===== config.mk =====
export PLATFORM = sky130hd
export DESIGN_NAME = eth_tx_rmii_framer
export DESIGN_NICKNAME = d
export VERILOG_FILES = /design/src/rtl/eth_tx_rmii_framer.sv
export SDC_FILE = /design/constraint.sdc
export NUM_CORES = 1
export LEC_CHECK = 0
export ABC_AREA = 1
export BUFFER_PORTS_ARGS = -buffer_cell sky130_fd_sc_hd__buf_4
export CORE_MARGIN = 1.5
export CORE_UTILIZATION = 39
export DETAILED_ROUTE_END_ITERATION = 6
export SLEW_MARGIN = 25
export SYNTH_ARGS = -nofsm -noshare
export SYNTH_HDL_FRONTEND = slang
export SYNTH_SLANG_ARGS = --single-unit

===== constraint.sdc =====
create_clock -name clk_i -period 3.1 [get_ports clk_i]
set_input_delay 0.155 -clock clk_i [delete_from_list [all_inputs] [get_ports clk_i]]
set_output_delay 0.155 -clock clk_i [all_outputs]
set_load 0.01 [all_outputs]

===== src/rtl/eth_tx_rmii_framer.sv =====
// eth_tx_rmii_framer: pulls a fixed-length payload from the TX byte FIFO and
// sends it as an Ethernet frame over RMII. The frame is preamble, SFD,
// payload, zero pad up to MIN_LEN bytes, then the CRC-32 FCS. An inter-frame
// gap follows each frame. One byte takes four cycles on the 50 MHz reference
// clock.
module eth_tx_rmii_framer #(
  parameter int unsigned MAX_LEN   = 1514,
  parameter int unsigned MIN_LEN   = 60,
  parameter int unsigned IFG_BYTES = 12
) (
  input  logic        clk_i,
  input  logic        rst_i,
  input  logic        tx_start_i,
  input  logic [10:0] frame_len_i,
  output logic        fifo_rd_en_o,
  input  logic [7:0]  fifo_data_i,
  input  logic        fifo_empty_i,
  output logic [1:0]  eth_txd_o,
  output logic        eth_tx_en_o,
  output logic        busy_o,
  output logic        tx_done_o,
  output logic        underrun_o
);

  localparam int unsigned LEN_W     = 11;
  localparam int unsigned PRE_BYTES = 7;
  localparam int unsigned FCS_BYTES = 4;
  // The first IDLE cycle after the gap also carries Tx_En=0, so the IFG state
  // itself lasts one cycle less than the full gap. A start accepted in that
  // IDLE cycle gives exactly IFG_BYTES*4 idle cycles between frames.
  localparam int unsigned IFG_BUSY  = IFG_BYTES * 4 - 1;
  localparam logic [7:0]  PRE_BYTE  = 8'h55;
  localparam logic [7:0]  SFD_BYTE  = 8'hD5;
  localparam logic [31:0] CRC_INIT  = 32'hFFFF_FFFF;
  localparam logic [31:0] CRC_POLY  = 32'hEDB8_8320;

  typedef enum logic [2:0] {
    S_IDLE,
    S_PRE,
    S_SFD,
    S_DATA,
    S_PAD,
    S_FCS,
    S_IFG
  } state_e;

  state_e           state_q, state_d;
  logic [1:0]       phase_q, phase_d;
  logic [LEN_W-1:0] cnt_q,   cnt_d;
  logic [LEN_W-1:0] len_q,   len_d;
  logic [7:0]       byte_q,  byte_d;
  logic [31:0]      crc_q,   crc_d;
  logic             und_q,   und_d;
  logic [1:0]       txd_q,   txd_d;
  logic             tx_en_q, tx_en_d;
  logic             rd_en_q, rd_en_d;
  logic             busy_q,  busy_d;
  logic             done_q,  done_d;
  logic             urun_q,  urun_d;

  logic             accept_c;
  logic             slot_end_c;
  logic             data_last_c;
  logic             pad_needed_c;
  logic [31:0]      crc_next_c;

  // Reflected CRC-32 advanced by one byte, LSB first
  function automatic logic [31:0] crc_byte(input logic [31:0] crc,
                                           input logic [7:0]  data);
    logic [31:0] r;
    r = crc ^ {24'h0, data};
    for (int i = 0; i < 8; i++) begin
      r = r[0] ? ((r >> 1) ^ CRC_POLY) : (r >> 1);
    end
    return r;
  endfunction

  // Decode helpers for the current slot
  always_comb begin
    accept_c     = tx_start_i && !busy_q && (frame_len_i != '0) &&
                   (frame_len_i <= LEN_W'(MAX_LEN));
    slot_end_c   = (phase_q == 2'd3);
    data_last_c  = (cnt_q == (len_q - LEN_W'(1)));
    pad_needed_c = (len_q < LEN_W'(MIN_LEN));
    crc_next_c   = crc_byte(crc_q, byte_q);
  end

  // State register
  always_ff @(posedge clk_i) begin
    if (rst_i) begin
      state_q <= S_IDLE;
    end else begin
      state_q <= state_d;
    end
  end

  // Next-state logic; all frame transitions happen on byte boundaries
  always_comb begin
    state_d = state_q;
    case (state_q)
      S_IDLE: begin
        if (accept_c) state_d = S_PRE;
      end
      S_PRE: begin
        if (slot_end_c && (cnt_q == LEN_W'(PRE_BYTES - 1))) state_d = S_SFD;
      end
      S_SFD: begin
        if (slot_end_c) state_d = und_q ? S_IFG : S_DATA;
      end
      S_DATA: begin
        if (slot_end_c) begin
          if (und_q) begin
            state_d = S_IFG;
          end else if (data_last_c) begin
            state_d = pad_needed_c ? S_PAD : S_FCS;
          end
        end
      end
      S_PAD: begin
        if (slot_end_c && (cnt_q == LEN_W'(MIN_LEN - 1))) state_d = S_FCS;
      end
      S_FCS: begin
        if (slot_end_c && (cnt_q == LEN_W'(FCS_BYTES - 1))) state_d = S_IFG;
      end
      S_IFG: begin
        if (cnt_q == LEN_W'(IFG_BUSY - 1)) state_d = S_IDLE;
      end
      default: state_d = S_IDLE;
    endcase
  end

  // Datapath and next values of the registered outputs
  always_comb begin
    phase_d = phase_q + 2'd1;
    cnt_d   = cnt_q;
    len_d   = len_q;
    byte_d  = byte_q;
    crc_d   = crc_q;
    und_d   = und_q;
    rd_en_d = 1'b0;
    done_d  = 1'b0;
    urun_d  = 1'b0;

    // A fetch that found the FIFO empty ends the frame at the next boundary
    if (rd_en_q && fifo_empty_i) begin
      urun_d = 1'b1;
      und_d  = 1'b1;
    end

    case (state_q)
      S_IDLE: begin
        phase_d = '0;
        if (accept_c) begin
          len_d  = frame_len_i;
          cnt_d  = '0;
          byte_d = PRE_BYTE;
          crc_d  = CRC_INIT;
          und_d  = 1'b0;
        end
      end
      S_PRE: begin
        if (slot_end_c) begin
          if (cnt_q == LEN_W'(PRE_BYTES - 1)) begin
            cnt_d  = '0;
            byte_d = SFD_BYTE;
          end else begin
            cnt_d = cnt_q + LEN_W'(1);
          end
        end
      end
      S_SFD: begin
        if (phase_q == 2'd0) rd_en_d = 1'b1;
        if (slot_end_c) begin
          cnt_d  = '0;
          byte_d = fifo_data_i;
        end
      end
      S_DATA: begin
        if ((phase_q == 2'd0) && !data_last_c && !und_q) rd_en_d = 1'b1;
        if (slot_end_c) begin
          crc_d = crc_next_c;
          if (!data_last_c) begin
            cnt_d  = cnt_q + LEN_W'(1);
            byte_d = fifo_data_i;
          end else if (pad_needed_c) begin
            cnt_d  = cnt_q + LEN_W'(1);
            byte_d = '0;
          end else begin
            cnt_d  = '0;
            byte_d = ~crc_next_c[7:0];
          end
        end
      end
      S_PAD: begin
        if (slot_end_c) begin
          crc_d = crc_next_c;
          if (cnt_q == LEN_W'(MIN_LEN - 1)) begin
            cnt_d  = '0;
            byte_d = ~crc_next_c[7:0];
          end else begin
            cnt_d  = cnt_q + LEN_W'(1);
            byte_d = '0;
          end
        end
      end
      S_FCS: begin
        if (slot_end_c) begin
          cnt_d = cnt_q + LEN_W'(1);
          case (cnt_q[1:0])
            2'd0:    byte_d = ~crc_q[15:8];
            2'd1:    byte_d = ~crc_q[23:16];
            2'd2:    byte_d = ~crc_q[31:24];
            default: byte_d = '0;
          endcase
        end
      end
      S_IFG: begin
        cnt_d = cnt_q + LEN_W'(1);
        if ((cnt_q == LEN_W'(IFG_BUSY - 2)) && !und_q) done_d = 1'b1;
      end
      default: begin
        phase_d = '0;
      end
    endcase

    if ((state_d == S_IFG) && (state_q != S_IFG)) cnt_d = '0;
  end

  // Output comb: line signals follow the state and byte being entered
  always_comb begin
    tx_en_d = (state_d == S_PRE) || (state_d == S_SFD) || (state_d == S_DATA) ||
              (state_d == S_PAD) || (state_d == S_FCS);
    busy_d  = (state_d != S_IDLE);
    txd_d   = tx_en_d ? byte_d[{phase_d, 1'b0} +: 2] : 2'b00;
  end

  // Datapath and output registers
  always_ff @(posedge clk_i) begin
    if (rst_i) begin
      phase_q <= '0;
      cnt_q   <= '0;
      len_q   <= '0;
      byte_q  <= '0;
      crc_q   <= CRC_INIT;
      und_q   <= 1'b0;
      txd_q   <= 2'b00;
      tx_en_q <= 1'b0;
      rd_en_q <= 1'b0;
      busy_q  <= 1'b0;
      done_q  <= 1'b0;
      urun_q  <= 1'b0;
    end else begin
      phase_q <= phase_d;
      cnt_q   <= cnt_d;
      len_q   <= len_d;
      byte_q  <= byte_d;
      crc_q   <= crc_d;
      und_q   <= und_d;
      txd_q   <= txd_d;
      tx_en_q <= tx_en_d;
      rd_en_q <= rd_en_d;
      busy_q  <= busy_d;
      done_q  <= done_d;
      urun_q  <= urun_d;
    end
  end

  assign eth_txd_o    = txd_q;
  assign eth_tx_en_o  = tx_en_q;
  assign fifo_rd_en_o = rd_en_q;
  assign busy_o       = busy_q;
  assign tx_done_o    = done_q;
  assign underrun_o   = urun_q;

endmodule


==> flow_summary.ini <==
[clocking]
path_clk_slew_ns = 0.06
cts_tree = yes
numCtsBuffers = 9
cts_hold_buf = 0
cts_htree_levels = 3
clock-root-buffer = clkbuf_16
clockBufferDepth = 2
clk_latency_ns = 0.34
cts.sinks = 75
ctsResizeCount = 0
post_cts_buffers = 0

[floorplanning]
fp.dieH_um = 123
initial_core_util_pct = 40.2
core_mm2 = 0.0139
ios = 30
num_rows = 43
die_w_um = 123
die-area_mm2 = 0.0151

[sta]
tightest_slew_ns = 0.629
period_needed_ns = 2.54
setup_ws_ns = 0.560
skew_ns = 0.00646
timing.fmax_mhz = 394
hold_viol_final = 0
holdWs_ns = 0.0692
slew_violations = 0
fin_setup_tns_ns = 0
finalSetupViolations = 0
finalCritPeriodShare_pct = 81.9
rsz0062_at_grt = false
relSlewSlack_pct = 57.8

[power]
leakage_nw = 2.93
total_power_mw = 3.16
ir_worst_vdd_mv = 0.357
power_density_mw_per_mm2 = 502

[worst_setup_path]
worstPathMaxFanout = 10
critPathCaptureType = flop
worstSetupStartpointType = flop
r2r-end = eth_txd_o[1]$_SDFF_PP0_
path_class = flop to flop
required_ns = 3.38
r2r_slack_ns = 0.56
r2r-start = cnt_q[0]$_SDFFE_PP0P_
cp.arrival_ns = 2.82
r2r_cells = 15

[run]
maxCapViolCount = 0

[drt]
drt_pass1_iterations = 7
drc = 4
vias = 5616
drt-total-wl_mm = 16.6
drtAntennaViolNets = 0
post_drt_wl_per_cell_um = 15.4
viasPerCell = 5.20
drtIter0Drc = 394

[logic_synthesis]
synth_cell_types = 48
ys.warnings.count = 0
syn-num-nets = 901
avgSynthCellArea_um2 = 6.43
synth.yosys.seq_area_share_pct = 26.8
synth_seq_cells = 75
netlist_instances = 871
syn_area_mm2 = 0.00560

[placement]
placed_cell_area_mm2 = 0.00601
dp_slack_ns = 0.626
place_inst = 1065
io_buffers = 29
gp_congestion = 0.955
hpwlAfterDp_mm = 12.5

[global_route]
antenna_found_initial = 0
overflow = 0
grt_use_total_pct = 23.2
grt_pass1_vias = 5170
grt_pass1_wl_mm = 26.8
grt_max_degree = 40

[cells_and_area]
fin_cells = 1080
nNetsFinal = 926
finalInstanceArea_mm2 = 0.00630
fillerInstances = 1409
final_util_pct = 45.2
n_antenna_cell = 0
multi_input_area_mm2 = 0.00350
syn_to_final_growth_pct = 12.6
register_area_mm2 = 0.00150
drive_gt1_share_pct = 11.4

[worst_hold_path]
whs_endpoint = underrun_o$_SDFF_PP0_
min_from = fifo_empty_i
hold_depth = 3
hold_class = primary input to flop

[outcome]
outcome = finished, violations left
violations = design-rule violations
[cell type report]
class / count / area share, %
Tap cell: 180 / 3.57
Clock inverter: 5 / 0.854
Timing Repair Buffer: 42 / 5.00
Multi-Input combinational cell: 643 / 55.5
Inverter: 125 / 7.44
Clock buffer: 10 / 3.79
Sequential cell: 75 / 23.8
[synth_stat cells (all sizes together)]
cell / count / area share [%]
nand2: 212 / 15
inv: 122 / 8.2
nor2: 76 / 5.5
dfxtp: 75 / 27
o21ai: 71 / 6.3
nand3: 65 / 6.0
xor2: 47 / 8.4
a21oi: 46 / 4.4
nor3: 22 / 2.2
xnor2: 20 / 3.9
o211ai: 18 / 2.4
clkbuf: 17 / 1.1
nand4: 16 / 1.8
buf: 11 / 1.1
or2: 11 / 1.2
o22ai: 9 / 1.0
ha: 7 / 1.6
a211oi: 4 / 0.54
a31oi: 3 / 0.34
clkinv: 3 / 0.20
nor4: 3 / 0.34
a211o: 2 / 0.31
and3: 2 / 0.22
o31ai: 2 / 0.27
and2: 1 / 0.11
nand2b: 1 / 0.11
nand3b: 1 / 0.13
o21bai: 1 / 0.13
o221ai: 1 / 0.47
o311ai: 1 / 0.16
o32ai: 1 / 0.16
[kinds of logic (layout without fill, tap and decap cells)]
kind of cell	after synthesis	in the layout	share of synthesized area, %
adder cells (fa/ha/maj)	7	7	1.56
AO/OA/AOI/OAI	159	159	16.5
buffers and inverters	153	182	10.7
flip-flops	75	75	26.8
AND/OR/NAND/NOR	410	410	32.1
XOR/XNOR	67	67	12.3
[placed cells by master (no fill, tap or decap), drive strengths merged, types with 11 or more instances in the layout]
| cell | netlist | layout |
|---|---|---|
| a21oi | 46 | 46 |
| buf | 11 | 42 |
| dfxtp | 75 | 75 |
| inv | 122 | 122 |
| nand2 | 212 | 212 |
| nand3 | 65 | 65 |
| nand4 | 16 | 16 |
| nor2 | 76 | 76 |
| nor3 | 22 | 22 |
| o211ai | 18 | 18 |
| o21ai | 71 | 71 |
| or2 | 11 | 11 |
| xnor2 | 20 | 20 |
| xor2 | 47 | 47 |
[metal layers]
| metal | wire length (um) | up-vias | GRT usage, % | share of wire, % |
|---|---|---|---|---|
| met1 | 8200 | 2575 | 33.2 | 49 |
| met2 | 7230 | 151 | 35.5 | 44 |
| li1 | - | 2868 | - | - |
| met3 | 873 | 22 | 3.72 | 5.3 |
| met4 | 289 | 0 | 7.05 | 1.7 |
| met5 | 0 | - | 0 | 0 |
[sequential cells by signal, summed over array words and instances, names as in the netlist]
| signal | count |
|---|---|
| eth_tx_en_o | 1 |
| fifo_rd_en_o | 1 |
| cnt_q | 11 |
| len_q | 11 |
| crc_q | 32 |
| underrun_o | 1 |
| tx_done_o | 1 |
| busy_o | 1 |
| state_q | 3 |
| eth_txd_o | 2 |
| phase_q | 2 |
| und_q | 1 |
| byte_q | 8 |
[critical path: stages (launching register included)]
cell	delay [ns]
dfxtp_1	0.35
inv_1	0.16
ha_1	0.17
clkinv_1	0.29
nor3_1	0.28
and3_1	0.26
nand3_1	0.08
o21ai_0	0.10
nor3_1	0.07
o21ai_1	0.10
nand2_1	0.11
a21oi_2	0.12
inv_1	0.05
nand2_2	0.06
nand2_1	0.12
a21oi_1	0.14
[report_power, final]
group / switching, mW / internal [mW]
Sequential: 0.0702 / 1.03
Combinational: 0.645 / 0.363
Clock: 0.415 / 0.637
[worst max path at each step]
stage / startpoint / endpoint
floorplan: len_q[0]$_SDFFE_PP0P_ / cnt_q[3]$_SDFFE_PP0P_
global route: len_q[0]$_SDFFE_PP0P_ / eth_txd_o[1]$_SDFF_PP0_
global placement: len_q[0]$_SDFFE_PP0P_ / eth_txd_o[1]$_SDFF_PP0_
CTS: cnt_q[0]$_SDFFE_PP0P_ / eth_txd_o[1]$_SDFF_PP0_
detailed placement: cnt_q[0]$_SDFFE_PP0P_ / eth_txd_o[1]$_SDFF_PP0_
finish: cnt_q[0]$_SDFFE_PP0P_ / eth_txd_o[1]$_SDFF_PP0_
Power figures use the tool's default switching activity.
